**src/rtl/char_lcd_seq.sv**
```systemverilog
// Step-code sequencer for char_lcd_cont: paces lcd_cnt through power-up, one init pass,
// then refresh passes (return-home + 32 chars) on request or continuously.
module char_lcd_seq #(
  parameter int unsigned STEP_DIV    = 50000,
  parameter int unsigned LONG_MULT   = 2,
  parameter int unsigned PWRUP_STEPS = 40
) (
  input  logic       clk_i,
  input  logic       rst_i,
  input  logic       start_i,
  input  logic       auto_refresh_i,
  output logic [8:0] lcd_cnt_o,
  output logic       busy_o,
  output logic       init_done_o,
  output logic       frame_done_o
);

  localparam int unsigned LongDwell = LONG_MULT * STEP_DIV;
  localparam int unsigned DwellW    = $clog2(LongDwell + 1);
  localparam int unsigned PwrW      = $clog2(PWRUP_STEPS + 1);

  localparam logic [8:0] CntFirst    = 9'h000;
  localparam logic [8:0] CntClrWait  = 9'h006;
  localparam logic [8:0] CntHome     = 9'h00A;
  localparam logic [8:0] CntHomeWait = 9'h00C;
  localparam logic [8:0] CntIdle     = 9'h04C;
  localparam logic [8:0] CntLast     = 9'h04D;

  localparam logic [DwellW-1:0] DwellShortLast = DwellW'(STEP_DIV - 1);
  localparam logic [DwellW-1:0] DwellLongLast  = DwellW'(LongDwell - 1);
  localparam logic [PwrW-1:0]   PwrLast        = PwrW'(PWRUP_STEPS - 1);

  typedef enum logic [1:0] {
    StPwrup,
    StInit,
    StIdle,
    StRefresh
  } state_e;

  state_e              state_q, state_d;
  logic [8:0]          cnt_q, cnt_d;
  logic [DwellW-1:0]   dwell_q, dwell_d;
  logic [PwrW-1:0]     pwr_q, pwr_d;
  logic                pending_q, pending_d;
  logic                init_done_q, init_done_d;
  logic                frame_done;
  logic                busy;
  logic                long_code;
  logic [DwellW-1:0]   dwell_last_val;
  logic                dwell_last;

  // Codes that follow Clear and Home need the longer LCD execution time.
  assign long_code      = (cnt_q == CntClrWait) || (cnt_q == CntHomeWait);
  assign dwell_last_val = long_code ? DwellLongLast : DwellShortLast;
  assign dwell_last     = (dwell_q >= dwell_last_val);
  assign busy           = (state_q != StIdle);

  always_comb begin
    state_d     = state_q;
    cnt_d       = cnt_q;
    dwell_d     = dwell_q;
    pwr_d       = pwr_q;
    pending_d   = pending_q | (start_i & busy);
    init_done_d = init_done_q;
    frame_done  = 1'b0;

    unique case (state_q)
      StPwrup: begin
        cnt_d = CntFirst;
        if (dwell_q >= DwellShortLast) begin
          dwell_d = '0;
          if (pwr_q >= PwrLast) begin
            pwr_d   = '0;
            state_d = StInit;
          end else begin
            pwr_d = pwr_q + PwrW'(1);
          end
        end else begin
          dwell_d = dwell_q + DwellW'(1);
        end
      end

      StInit, StRefresh: begin
        if (dwell_last) begin
          dwell_d = '0;
          if (cnt_q >= CntLast) begin
            frame_done = 1'b1;
            cnt_d      = CntIdle;
            state_d    = StIdle;
            if (state_q == StInit) begin
              init_done_d = 1'b1;
            end
          end else begin
            cnt_d = cnt_q + 9'd1;
          end
        end else begin
          dwell_d = dwell_q + DwellW'(1);
        end
      end

      StIdle: begin
        cnt_d   = CntIdle;
        dwell_d = '0;
        if (pending_q || start_i || auto_refresh_i) begin
          cnt_d     = CntHome;
          pending_d = 1'b0;
          state_d   = StRefresh;
        end
      end

      default: begin
        state_d = StPwrup;
        cnt_d   = CntFirst;
        dwell_d = '0;
        pwr_d   = '0;
      end
    endcase
  end

  always_ff @(posedge clk_i) begin
    if (rst_i) begin
      state_q     <= StPwrup;
      cnt_q       <= CntFirst;
      dwell_q     <= '0;
      pwr_q       <= '0;
      pending_q   <= 1'b0;
      init_done_q <= 1'b0;
    end else begin
      state_q     <= state_d;
      cnt_q       <= cnt_d;
      dwell_q     <= dwell_d;
      pwr_q       <= pwr_d;
      pending_q   <= pending_d;
      init_done_q <= init_done_d;
    end
  end

  // A pass cut short by reset must not report completion.
  assign frame_done_o = frame_done & ~rst_i;
  assign lcd_cnt_o    = cnt_q;
  assign busy_o       = busy;
  assign init_done_o  = init_done_q;

endmodule
```
**config.mk**
```make
export PLATFORM = sky130hd
export DESIGN_NAME = char_lcd_seq
export DESIGN_NICKNAME = d
export VERILOG_FILES = /design/src/rtl/char_lcd_seq.sv
export SDC_FILE = /design/constraint.sdc
export NUM_CORES = 1
export LEC_CHECK = 0
export ABC_CLOCK_PERIOD_IN_PS = 4300
export BUFFER_PORTS_ARGS = -buffer_cell sky130_fd_sc_hd__buf_2
export CAP_MARGIN = 20
export CORE_MARGIN = 4
export CORE_UTILIZATION = 64
export CTS_CLUSTER_SIZE = 8
export DETAILED_ROUTE_END_ITERATION = 8
export PLACE_DENSITY = 0.86
export SETUP_SLACK_MARGIN = 0.4
export SLEW_MARGIN = 25
export SYNTH_ARGS = -nofsm -noshare
export SYNTH_HDL_FRONTEND = slang
export SYNTH_SLANG_ARGS = --single-unit
```
**constraint.sdc**
```tcl
create_clock -name clk_i -period 4.3 [get_ports clk_i]
set_input_delay 0.43 -clock clk_i [delete_from_list [all_inputs] [get_ports clk_i]]
set_output_delay 0.43 -clock clk_i [all_outputs]
set_load 0.01 [all_outputs]
```
* Yosys cells after proc, flatten, opt, wreduce, memory -nomap -nowiden
Index checks and enable logic that the tools add are counted. W data, S select, Z words.
Word-level totals: register bits 36, bits in latches 0, memory bits (writable) 0, bits in read-only memories 0, output and inout port bits 12, memories kept 0
Cells by class: add/subtract/negate cells 3, multipliers 0, div/mod/pow operators 0, magnitude comparators 4, eq/ne operators 11, shifts and indexed selects 0, multiplexer cells 20, bitwise operators 4, reduce and logical (&&, ||, !) cells 8
Operators with widths (count):
- $mux W17 | 3
- $pmux W17 S3 | 1
- $pmux W9 S3 | 1
- $mux W9 | 2
- $add A17 B1 Y17 const B | 1
- $ge A17 B16 Y1 const B | 1
- $ge A17 B17 Y1 | 1
- $ne A2 B2 Y1 const B | 6
- $mux W2 | 5
- $add A9 B1 Y9 const B | 1
- $eq A9 B3 Y1 const B | 1
- $eq A9 B4 Y1 const B | 1
- $ge A9 B7 Y1 const B | 1
- $mux W7 | 1
- $add A6 B1 Y6 const B | 1
- $ge A6 B6 Y1 const B | 1
- $mux W6 | 1
- $pmux W2 S3 | 1
- $mux W1 | 5
- $reduce_and A5 Y1 | 1
- $eq A2 B2 Y1 const B | 2
- $reduce_and A4 Y1 | 1
- $logic_or A1 B1 Y1 | 3
- $and A1 B1 Y1 | 2
- other kinds (6) | 6

* Depth between registers and ports, before layout
depth in word-level cells 7, gate-level depth with buffers 12, gate-level depth less buffers 11

* Worst setup path before layout
No wires, ideal clock.
kind reg-to-output, from reg cnt_q[0] (netlist: lcd_cnt_o[0]), to out frame_done_o, arrival 2.553 ns, required time 3.870 ns, slack 1.317 ns, stages on the path, launching flop included 11, cells stage by stage dfxtp_1 inv_1 ha_1 mux2_2 and3_1 ha_1 a211oi_1 o211ai_2 o32ai_4 or2_1 nor2_1
On the way: word-level cells in the longest chain between the ends 7
RTL lines:
- start: declaration | RTL line 41 | logic [8:0] cnt_q, cnt_d;
- start signal: assignment | RTL line 123 | cnt_q <= CntFirst;
- start signal: assignment | RTL line 130 | cnt_q <= cnt_d;
- $eq A9 B3 Y1 / $eq A9 B4 Y1 (equally long branches) | RTL line 53 | assign long_code = (cnt_q == CntClrWait) || (cnt_q == CntHomeWait);
- $logic_or A1 B1 Y1 | RTL line 53
- $mux W17 | RTL line 54 | assign dwell_last_val = long_code ? DwellLongLast : DwellShortLast;
- $ge A17 B17 Y1 | RTL line 55 | assign dwell_last = (dwell_q >= dwell_last_val);
- $mux W1 * | RTL line 84 | if (dwell_last) begin
- $mux W1 * | RTL line 67 | unique case (state_q)
- $and A1 B1 Y1 * | RTL line 139 | assign frame_done_o = frame_done & ~rst_i;
- end: declaration | RTL line 15 | output logic frame_done_o
Mark *: on every way between the ends. The rest lies on a longest branch, timed or not.

* Worst setup path in the final report
Ends and elaborated chain as after synthesis.

==> impl_metrics.tcl <==
set metrics [dict create \
    outcome "complete, no violations" \
    wire_per_inst_um 15.5 \
    grt-ovfl-total 0 \
    cts_tree "yes" \
    drive_gt1_frac 0.176 \
    p_leak_nw 0.790 \
    arrival_ns 3.14 \
    cts.htree.levels 2 \
    hpwlAfterDp_mm 3.20 \
    initialDrtViolationCount 216 \
    grt_usage 0.225 \
    syn-num-nets 256 \
    num_rows 20 \
    netlist_area_um2 2160 \
    holdWs_ns 0.341 \
    ir_worst_vdd_mv 0.207 \
    dieArea_um2 4370 \
    initial_core_util 0.685 \
    setup_viol 0 \
    yosysWarnings 0 \
    numCtsBuffers 5 \
    grt_max_degree 30 \
    worst_pin_slew_ns 0.661 \
    fin_nets 272 \
    grt_pass1_wl_mm 7.57 \
    clk_latency_ns 0.36 \
    cp.required_ns 3.87 \
    finalSetupTns_ns 0 \
    hold_violations 0 \
    endpoint_kind "primary output" \
    post_cts_resized 0 \
    clock-sinks 36 \
    fin_crit_ns 3.57 \
    drv_slew 0 \
    fillers 272 \
    crit_path_max_fanout 9 \
    die_x_um 66.1 \
    slew_headroom 0.559 \
    synth-seq-cells 36 \
    multi_input_area_um2 1350 \
    synth-edff-count 0 \
    clkTransAtPathRegs_ns 0.11 \
    routed_wirelength_mm 4.63 \
    ant_nets 0 \
    port_buffers 15 \
    clock_path_buffers 2 \
    synth_flop_cell "dfxtp_1" \
    netlist_instances 239 \
    clock_skew_ns 0.0170 \
    async_flop_share 0 \
    powerDensity_nw_per_um2 240 \
    seqCellArea_um2 721 \
    synth.distinct_cells 55 \
    routed_via_density 6.22 \
    core_um2 3150 \
    fmax_mhz 280 \
    critPathLaunchType "flop" \
    max_cap_violations 0 \
    holdBufCountCts 0 \
    io_pins 16 \
    antenna_found_initial 0 \
    die_h_um 66.1 \
    grt_pass1_vias 1648 \
    hp-class "in -> reg" \
    root_buffer "clkbuf_4" \
    cts_setup_buffers 1 \
    syn_to_final_growth_pct 7.30 \
    antenna_cells 0 \
    gp_congestion 0.961 \
    yosysSeqAreaShare 0.334 \
    rsz0062_at_grt "no" \
    first_pass_iters 5 \
    worstSetupPathType "reg -> out" \
    avgSynthCellArea_um2 9.04 \
    finalCritPeriodShare 0.831 \
    num_vias 1860 \
    drc 0 \
]
## worst paths after layout
path                 from  cells past startpoint  slack [ns]      endpoint
min reg2reg  lcd_cnt_o[8]                      2        0.45  lcd_cnt_o[8]
max reg2reg  lcd_cnt_o[0]                     11        1.00   dwell_q[11]
min               start_i                      3        0.34     pending_q
max          lcd_cnt_o[0]                     11        0.73  frame_done_o
## area by class of cell
cell class | count | area share
clock buffer | 7 | 0.0281
multi-input combinational | 183 | 0.581
inverter | 13 | 0.0210
timing repair buffer | 16 | 0.0356
sequential | 36 | 0.311
tap | 44 | 0.0237
## Yosys cell counts, drive strengths merged, types with 2 or more instances
cell    number  area, µm²
clkbuf       4       15.0
inv         12       45.0
o221a        4       45.0
nor2b        2       12.5
ha          13        163
a22oi        2       28.8
o31ai        2       15.0
xor2         4       35.0
xnor2       11       96.3
nor4         3       33.8
nand2b       5       31.3
nor2        15       56.3
dfxtp       36        721
o21ai        8       43.8
a211oi       3       32.5
nor3        23        165
and3         2       12.5
nand3       13       70.1
a31oi        3       18.8
a21oi       12       60.1
buf          3       30.0
nor3b        2       15.0
o211ai       5       42.5
a22o         3       26.3
and2         2       12.5
nand2       19       71.3
nand4        6       37.5
and4         3       26.3
o32ai        2       36.3
a32o         2       20.0
## logic make-up (layout without fill, tap and decap cells)
family / Yosys count / in the layout / share of synthesized area
AO/OA/AOI/OAI: 55 / 55 / 0.216
adder cells (fa/ha/maj): 13 / 13 / 0.0753
buffers and inverters: 20 / 36 / 0.0434
multiplexers: 1 / 1 / 0.00521
flip-flops: 36 / 36 / 0.334
XOR/XNOR: 15 / 15 / 0.0608
AND/OR/NAND/NOR: 99 / 99 / 0.266
## registers in the layout, summed over array words and instances (netlist names)
| register | count |
|---|---|
| dwell_q | 17 |
| init_done_o | 1 |
| lcd_cnt_o | 9 |
| pending_q | 1 |
| pwr_q | 6 |
| state_q | 2 |
## cell usage in the layout (no fill, tap or decap), types with 3 or more instances in the layout
| cell | count |
|---|---|
| a22o_1 | 3 |
| nand2_1 | 19 |
| nand4_1 | 6 |
| xor2_1 | 4 |
| nand3_1 | 12 |
| o221a_1 | 3 |
| nand2b_1 | 5 |
| a31oi_1 | 3 |
| nor2_1 | 15 |
| o211ai_1 | 4 |
| nor3_1 | 13 |
| inv_1 | 12 |
| buf_2 | 15 |
| o21ai_0 | 7 |
| xnor2_1 | 11 |
| and4_1 | 3 |
| clkbuf_4 | 5 |
| a21oi_1 | 12 |
| dfxtp_1 | 36 |
| ha_1 | 13 |
| nor3_2 | 10 |
## power by group
group	internal (mW)	switching (mW)	leakage, nW	total, mW
Combinational	0.00462	0.00918	0.462	0.0138
Clock	0.0926	0.109	0.0374	0.202
Sequential	0.336	0.00329	0.291	0.340
Total	0.434	0.122	0.790	0.555
## routing by layer
| layer | wire [µm] | share of wire | up-vias | global-route usage |
|---|---|---|---|---|
| met3 | 292 | 0.063 | 16 | 0.0561 |
| met1 | 2190 | 0.47 | 855 | 0.305 |
| met4 | 109 | 0.024 | 0 | 0.0990 |
| li1 | - | - | 924 | - |
| met2 | 2040 | 0.44 | 65 | 0.335 |
| met5 | 0 | 0 | - | 0 |
## critical path, cell delays in order, from the launching register on
cell	delay, ns
dfxtp_1	0.52
inv_1	0.16
ha_1	0.23
mux2_2	0.25
and3_1	0.19
ha_1	0.31
a211oi_1	0.30
o211ai_2	0.15
o32ai_4	0.28
or2_1	0.17
nor2_1	0.05
buf_2	0.17
## per-stage QoR
| stage | std cells | cell area, µm² | util | setup WS [ns] | total power [mW] |
|---|---|---|---|---|---|
| final | 299 | 2320 | 0.735 | 0.728 | 0.555 |
| after global routing | 299 | 2320 | 0.735 | 0.626 | 0.577 |
| after CTS | 299 | 2320 | 0.735 | 0.787 | 0.559 |
| after detailed placement | 291 | 2250 | 0.712 | 0.810 | 0.361 |
| after global placement | 291 | 2250 | 0.712 | 0.876 | 0.361 |
| after floorplan | 239 | 2160 | - | 1.32 | 0.357 |
(Power assumes the default switching activity.)
